File: config.mk
export PLATFORM = sky130hd
export DESIGN_NAME = control_barrido_display
export DESIGN_NICKNAME = d
export VERILOG_FILES = /design/src/rtl/control_barrido_display_pkg.sv /design/src/rtl/control_barrido_display_decodificador_7seg.sv /design/src/rtl/control_barrido_display.sv
export SDC_FILE = /design/constraint.sdc
export NUM_CORES = 1
export LEC_CHECK = 0
export CORE_ASPECT_RATIO = 0.9
export CORE_MARGIN = 2
export CORE_UTILIZATION = 35
export DETAILED_ROUTE_END_ITERATION = 12
export PLACE_DENSITY = 0.56
export SYNTH_ARGS = -nofsm -noshare
export SYNTH_HDL_FRONTEND = slang
export SYNTH_SLANG_ARGS = --single-unit
File: constraint.sdc
create_clock -name clk -period 4.7 [get_ports clk]
set_input_delay 1.41 -clock clk [delete_from_list [all_inputs] [get_ports clk]]
set_output_delay 1.41 -clock clk [all_outputs]
set_load 0.02 [all_outputs]
File: src/rtl/control_barrido_display_pkg.sv
// Shared constants and types for the multiplexed seven-segment scan controller.
// Contents:
//   NUM_DIGITOS     number of scanned slots (five digits plus sign)
//   SEG_0..SEG_9    active-low {g,f,e,d,c,b,a} patterns for the decimal digits
//   SEG_APAGADO     all segments off
//   SEG_MENOS       only segment g lit (minus sign)
//   estado_t        load/scan handshake states
//   anodo_de_slot   one-hot-low anode pattern for a slot number
package pkg_display;

  localparam int NUM_DIGITOS = 6;

  localparam logic [6:0] SEG_0 = 7'b1000000;
  localparam logic [6:0] SEG_1 = 7'b1111001;
  localparam logic [6:0] SEG_2 = 7'b0100100;
  localparam logic [6:0] SEG_3 = 7'b0110000;
  localparam logic [6:0] SEG_4 = 7'b0011001;
  localparam logic [6:0] SEG_5 = 7'b0010010;
  localparam logic [6:0] SEG_6 = 7'b0000010;
  localparam logic [6:0] SEG_7 = 7'b1111000;
  localparam logic [6:0] SEG_8 = 7'b0000000;
  localparam logic [6:0] SEG_9 = 7'b0010000;

  localparam logic [6:0] SEG_APAGADO = 7'h7F;
  localparam logic [6:0] SEG_MENOS   = 7'b0111111;

  typedef enum logic [1:0] {
    INACTIVO  = 2'd0,
    MOSTRANDO = 2'd1,
    PENDIENTE = 2'd2
  } estado_t;

  // Slot n pulls anodo[n] low; anything outside 0..5 leaves every digit dark.
  function automatic logic [7:0] anodo_de_slot(input logic [2:0] slot);
    logic [7:0] patron;
    case (slot)
      3'd0:    patron = 8'b1111_1110;
      3'd1:    patron = 8'b1111_1101;
      3'd2:    patron = 8'b1111_1011;
      3'd3:    patron = 8'b1111_0111;
      3'd4:    patron = 8'b1110_1111;
      3'd5:    patron = 8'b1101_1111;
      default: patron = 8'b1111_1111;
    endcase
    return patron;
  endfunction

endpackage

File: src/rtl/control_barrido_display_decodificador_7seg.sv
// BCD to active-low seven-segment decoder, purely combinational.
// Ports:
//   i_bcd    BCD digit; codes 10..15 produce a blank digit
//   i_apagar force the digit blank (leading-zero suppression)
//   o_seg    active-low {g,f,e,d,c,b,a}
module decodificador_7seg
  import pkg_display::*;
(
  input  logic [3:0] i_bcd,
  input  logic       i_apagar,
  output logic [6:0] o_seg
);

  // Map the digit to its segment pattern unless blanking is requested.
  always_comb begin
    o_seg = SEG_APAGADO;
    if (i_apagar) begin
      o_seg = SEG_APAGADO;
    end else begin
      case (i_bcd)
        4'd0:    o_seg = SEG_0;
        4'd1:    o_seg = SEG_1;
        4'd2:    o_seg = SEG_2;
        4'd3:    o_seg = SEG_3;
        4'd4:    o_seg = SEG_4;
        4'd5:    o_seg = SEG_5;
        4'd6:    o_seg = SEG_6;
        4'd7:    o_seg = SEG_7;
        4'd8:    o_seg = SEG_8;
        4'd9:    o_seg = SEG_9;
        default: o_seg = SEG_APAGADO;
      endcase
    end
  end

endmodule

File: src/rtl/control_barrido_display.sv
// Multiplexed-scan controller for the signed BCD product display.
// A result (five BCD digits plus sign) is accepted through a valid/ready
// handshake. The first result goes live immediately; later results are
// buffered and only become active on the frame wrap so a frame never mixes
// two values. Six slots (units..ten-thousands, sign) are scanned, each held
// for DIV_REFRESCO cycles.
// Ports:
//   clk, rst_n            clock, asynchronous active-low reset
//   cargar_valido         a new result is offered
//   cargar_listo          a result can be accepted this cycle
//   bcd_in, signo_in      offered magnitude (5 BCD digits) and sign (1 = negative)
//   contador_actualizar   current slot 0..5
//   anodo                 active-low digit enables (registered)
//   segmentos             active-low {g,f,e,d,c,b,a} (registered)
module control_barrido_display
  import pkg_display::*;
#(
  parameter int DIV_REFRESCO = 100000
) (
  input  logic        clk,
  input  logic        rst_n,
  input  logic        cargar_valido,
  output logic        cargar_listo,
  input  logic [19:0] bcd_in,
  input  logic        signo_in,
  output logic [2:0]  contador_actualizar,
  output logic [7:0]  anodo,
  output logic [6:0]  segmentos
);

  localparam int ANCHO_PRE = (DIV_REFRESCO > 2) ? $clog2(DIV_REFRESCO) : 1;
  localparam logic [ANCHO_PRE-1:0] PRE_TOPE    = ANCHO_PRE'(DIV_REFRESCO - 1);
  localparam logic [2:0]           SLOT_ULTIMO = 3'(NUM_DIGITOS - 1);

  estado_t               r_estado;
  estado_t               w_estado_sig;
  logic [ANCHO_PRE-1:0]  r_pre;
  logic [2:0]            r_slot;
  logic [19:0]           r_bcd_act;
  logic                  r_signo_act;
  logic [19:0]           r_bcd_pend;
  logic                  r_signo_pend;
  logic                  r_listo;
  logic [7:0]            r_anodo;
  logic [6:0]            r_seg;

  logic                  w_tick;
  logic                  w_wrap;
  logic                  w_transferencia;
  logic                  w_cargar_act;
  logic                  w_cargar_pend;
  logic                  w_copiar_pend;
  logic [3:0]            w_digito;
  logic                  w_apagar_dig;
  logic [6:0]            w_seg_dig;
  logic [6:0]            w_seg_slot;

  assign cargar_listo        = r_listo;
  assign contador_actualizar = r_slot;
  assign anodo               = r_anodo;
  assign segmentos           = r_seg;

  // The scan only runs once something has been loaded.
  assign w_tick          = (r_estado != INACTIVO) && (r_pre == PRE_TOPE);
  assign w_wrap          = w_tick && (r_slot == SLOT_ULTIMO);
  assign w_transferencia = cargar_valido && r_listo;

  // Next-state and data-steering decisions of the load handshake.
  always_comb begin
    w_estado_sig  = r_estado;
    w_cargar_act  = 1'b0;
    w_cargar_pend = 1'b0;
    w_copiar_pend = 1'b0;
    case (r_estado)
      INACTIVO: begin
        if (w_transferencia) begin
          w_cargar_act = 1'b1;
          w_estado_sig = MOSTRANDO;
        end else begin
          w_estado_sig = INACTIVO;
        end
      end
      MOSTRANDO: begin
        // A load coinciding with the wrap still waits a full frame.
        if (w_transferencia) begin
          w_cargar_pend = 1'b1;
          w_estado_sig  = PENDIENTE;
        end else begin
          w_estado_sig = MOSTRANDO;
        end
      end
      PENDIENTE: begin
        if (w_wrap) begin
          w_copiar_pend = 1'b1;
          w_estado_sig  = MOSTRANDO;
        end else begin
          w_estado_sig = PENDIENTE;
        end
      end
      default: begin
        w_estado_sig = INACTIVO;
      end
    endcase
  end

  // State register; ready is registered from the next state so it tracks it exactly.
  always_ff @(posedge clk or negedge rst_n) begin
    if (!rst_n) begin
      r_estado <= INACTIVO;
      r_listo  <= 1'b1;
    end else begin
      r_estado <= w_estado_sig;
      r_listo  <= (w_estado_sig != PENDIENTE);
    end
  end

  // Refresh prescaler and slot counter, both parked at zero while idle.
  always_ff @(posedge clk or negedge rst_n) begin
    if (!rst_n) begin
      r_pre  <= '0;
      r_slot <= 3'd0;
    end else if (r_estado == INACTIVO) begin
      r_pre  <= '0;
      r_slot <= 3'd0;
    end else if (w_tick) begin
      r_pre  <= '0;
      r_slot <= (r_slot == SLOT_ULTIMO) ? 3'd0 : (r_slot + 3'd1);
    end else begin
      r_pre  <= r_pre + ANCHO_PRE'(1);
      r_slot <= r_slot;
    end
  end

  // Active (displayed) and pending (buffered) result registers.
  always_ff @(posedge clk or negedge rst_n) begin
    if (!rst_n) begin
      r_bcd_act    <= 20'h00000;
      r_signo_act  <= 1'b0;
      r_bcd_pend   <= 20'h00000;
      r_signo_pend <= 1'b0;
    end else begin
      if (w_cargar_act) begin
        r_bcd_act   <= bcd_in;
        r_signo_act <= signo_in;
      end else if (w_copiar_pend) begin
        r_bcd_act   <= r_bcd_pend;
        r_signo_act <= r_signo_pend;
      end else begin
        r_bcd_act   <= r_bcd_act;
        r_signo_act <= r_signo_act;
      end
      if (w_cargar_pend) begin
        r_bcd_pend   <= bcd_in;
        r_signo_pend <= signo_in;
      end else begin
        r_bcd_pend   <= r_bcd_pend;
        r_signo_pend <= r_signo_pend;
      end
    end
  end

  // Pick the digit for the current slot; higher digits blank while they and everything above are zero.
  always_comb begin
    w_digito     = 4'h0;
    w_apagar_dig = 1'b1;
    case (r_slot)
      3'd0: begin
        w_digito     = r_bcd_act[3:0];
        w_apagar_dig = 1'b0;
      end
      3'd1: begin
        w_digito     = r_bcd_act[7:4];
        w_apagar_dig = (r_bcd_act[19:4] == 16'h0000);
      end
      3'd2: begin
        w_digito     = r_bcd_act[11:8];
        w_apagar_dig = (r_bcd_act[19:8] == 12'h000);
      end
      3'd3: begin
        w_digito     = r_bcd_act[15:12];
        w_apagar_dig = (r_bcd_act[19:12] == 8'h00);
      end
      3'd4: begin
        w_digito     = r_bcd_act[19:16];
        w_apagar_dig = (r_bcd_act[19:16] == 4'h0);
      end
      default: begin
        w_digito     = 4'h0;
        w_apagar_dig = 1'b1;
      end
    endcase
  end

  decodificador_7seg u_decodificador (
    .i_bcd    (w_digito),
    .i_apagar (w_apagar_dig),
    .o_seg    (w_seg_dig)
  );

  // Sign slot: minus only for a nonzero negative magnitude, so -0 shows as "0".
  always_comb begin
    w_seg_slot = w_seg_dig;
    if (r_slot == SLOT_ULTIMO) begin
      w_seg_slot = (r_signo_act && (r_bcd_act != 20'h00000)) ? SEG_MENOS : SEG_APAGADO;
    end else begin
      w_seg_slot = w_seg_dig;
    end
  end

  // Output registers: one cycle behind the slot counter, dark while idle.
  always_ff @(posedge clk or negedge rst_n) begin
    if (!rst_n) begin
      r_anodo <= 8'hFF;
      r_seg   <= SEG_APAGADO;
    end else if (r_estado == INACTIVO) begin
      r_anodo <= 8'hFF;
      r_seg   <= SEG_APAGADO;
    end else begin
      r_anodo <= anodo_de_slot(r_slot);
      r_seg   <= w_seg_slot;
    end
  end

endmodule

==> summary.txt <==
outcome = finished clean
H-tree depth = 3
Pre-Repair DR Iteration Count = 4
R2R depth = 8
multiplexer area fraction after synthesis = 0.131
Horiz. Die Dim = 115 um
delay-heaviest family, CP = buffers and inverters
syn_area_per_cell = 11.0 um2
maximum clock path buffer count = 2
Post-CTS Setup Bufs = 0
Final WS setup = 1.56 ns
complex-gate fraction of the synthesized area = 0.120
Post-synth EDFFs = 0
post-DP HPWL = 5290 um
num ports = 43
Critical Path, Cell by Cell = clkdlybuf4s50_1
Net Sw Power = 0.000898 W
critical path depth = 1
layout cell share with drive strength beyond 1 = 0.213
# nets final = 422
Worst path slowest cell = clkdlybuf4s50_1
Synth async-reset ratio = 1.00
Final period util = 0.668
Seq cells post-synth = 78
crit path DAT = 1.73 ns
CP max FO = 19
dominant cells by area after synthesis = dfrtp_1 (41%), dfstp_2 (9.5%), mux2i_1 (6.7%)
achievable clock frequency = 0.319 GHz
Synth Area in Adders = 0.0258
CTS tree = yes
Resized Gates After CTS = 0
Via Count = 2599
Post-Synth Simple-Gate Area = 0.144
CTS Sinks = 78
CTS buffer count = 9
die height = 104 um
Final Hold Fails = 0
endpoint type of the worst setup path = output pin
RSZ-0062 raised after global routing = false
Final Power = 0.00270 W
Max-Cap Viols = 0
Initial Utilization = 0.358
gpl congestion = 0.810
area leader, netlist = dfrtp_1
Root Buffer = clkbuf_16
peak supply drop = 0.000288 V
pin count of the biggest net entering global routing = 79
Pins Over Slew Limit = 0
internal power = 0.00180 W
number of port buffers = 40
first-pass GRT wire length = 12800 um
post-synthesis sequential area ratio = 0.508
DR iter-0 viols = 99
clk_lat worst skew = 0.34 ns
Synth Flop Type = dfrtp_1
Vias/cell = 4.92
Crit Path Class = reg -> out
initial antenna violation count = 0
Post-Syn Instances = 352
Slew @ Worst Pin = 0.998 ns
setup TNS = 0 ns
row cnt = 36
crit path buf inv count = 1
Post-Route Skew = 0.00799 ns
Critical Path Source Type = flop
Sw Share = 0.333
combinational share of power = 0.326
DRC = 0
PwrDens = 576 nW/um2
Worst slew margin = 0.330
GR Util All Layers = 0.136
clock network power share = 0.272
Setup violations, final = 0
Post-CTS Hold Buffers = 0
die area = 11900 um2
WP data required = 3.29 ns
largest family of logic cells by synthesized area = simple AND/OR/NAND/NOR gates
Leak = 1.91 nW
drt wl/cell = 13.8 um
vias in the first global route = 2582
Synth cell types = 52
mapped cell area = 3870 um2
area share of xor/xnor cells in the synthesized design = 0.0339
max incr delay on CP = 0.71 ns
core box area = 10800 um2
drt total wl = 7310 um
Synth Warn # = 0
hold depth = 1
Clock Pin Slew Worst Setup and Hold Paths = 0.06 ns
pre-CTS setup slack = 1.51 ns
ANT nets after route = 0
share of the synthesized area in the top cell type = 0.413
Area growth, synth to finish = 21.0%
Antenna Diode Count = 0
HP Class = reg -> reg
Tmin final = 3.14 ns
Overflow after GRT = 0
Sequential Power Share = 0.402
-- metrics by stage --
step	std cells	cell area, um2	utilization	hold WS [ns]
global route	528	4690	0.434	0.516
global placement	512	4360	0.404	0.481
CTS	528	4690	0.434	0.492
floorplan	353	3880	-	0.455
detailed placement	512	4360	0.404	0.484
finish	528	4690	0.434	0.488
-- logic make-up after synthesis --
| group | after synthesis |
|---|---|
| xor+xnor | 15 |
| simple gates | 113 |
| flops | 78 |
| fa+ha+maj | 8 |
| buf+inv | 26 |
| mux | 48 |
| compound gates | 63 |
| other cells | 1 |
-- power by group through the flow --
stage               sequential (W)  combinational [W]  clock, W
floorplan                  0.00108           0.000676         0
global placement           0.00109           0.000889         0
detailed placement         0.00110           0.000897         0
CTS                        0.00109           0.000899  0.000758
global route               0.00112            0.00100  0.000788
finish                     0.00109           0.000879  0.000734
-- per-layer routing --
layer | track usage | vias up | wire (um)
li1 | - | 1311 | -
met1 | 0.191 | 1229 | 3580
met2 | 0.201 | 51 | 3270
met3 | 0.0363 | 8 | 350
met4 | 0.0491 | 0 | 110
met5 | 0 | - | 0
-- final timing paths --
check	startpoint	slack, ns	end
max in group asynchronous	rst_n	2.87	contador_actualizar[2]$_DFFE_PN0P_
hold reg to reg	r_pre[0]$_DFF_PN0_	0.49	r_pre[0]$_DFF_PN0_
setup reg to reg	r_pre[0]$_DFF_PN0_	2.12	r_bcd_act[14]$_DFFE_PN0P_
hold / removal	r_pre[0]$_DFF_PN0_	0.49	r_pre[0]$_DFF_PN0_
setup / recovery	contador_actualizar[1]$_DFFE_PN0P_	1.56	contador_actualizar[1]
min in group asynchronous	rst_n	1.23	r_bcd_pend[10]$_DFFE_PN0P_
-- flip-flops by register name, indices dropped and copies added (netlist names) --
name and flops:
r_signo_pend 1, r_signo_act 1, contador_actualizar 3, r_pre 17, r_estado 2, segmentos 7
r_bcd_act 20, cargar_listo 1, r_bcd_pend 20, anodo 6
-- area by class of cell --
| cell class | count | area (um2) |
|---|---|---|
| Clock inverter | 7 | 98.8 |
| Multi-Input combinational cell | 249 | 1770 |
| Clock buffer | 9 | 225 |
| Inverter | 9 | 33.8 |
| Sequential cell | 78 | 1970 |
| Timing Repair Buffer | 43 | 420 |
| Fill cell | 1051 | 6120 |
| Tap cell | 133 | 166 |
-- cells in the mapped netlist (7+ instances only) --
cell and instances:
nand2_1 17, nor2_1 46, dfrtp_1 64, inv_1 9, a21oi_2 21, buf_2 7, xor2_1 10, mux2_2 22
nor3_1 7, nand3_1 14, ha_1 8, dfstp_2 14, mux2i_1 26, a21oi_1 10, o21ai_0 13
-- placed cells by master, fill, tap and decap left out, types with 2 or more instances in the layout --
cell type and count:
a21o_1 2, a21oi_1 10, a21oi_2 21, a22oi_1 3
and3_1 5, and4_1 2, buf_4 4, bufinv_16 2
clkbuf_16 9, clkdlybuf4s50_1 39, clkinv_4 3, conb_1 2
dfrtp_1 64, dfstp_2 14, ha_1 8, inv_1 9
mux2_2 22, mux2i_1 26, nand2_1 17, nand2b_1 2
nand3_1 14, nand3b_1 3, nor2_1 46, nor3_1 6
nor4_1 5, o21a_1 2, o21ai_0 13, o21ai_1 2
xnor2_1 5, xor2_1 10
(Power assumes the default switching activity.)
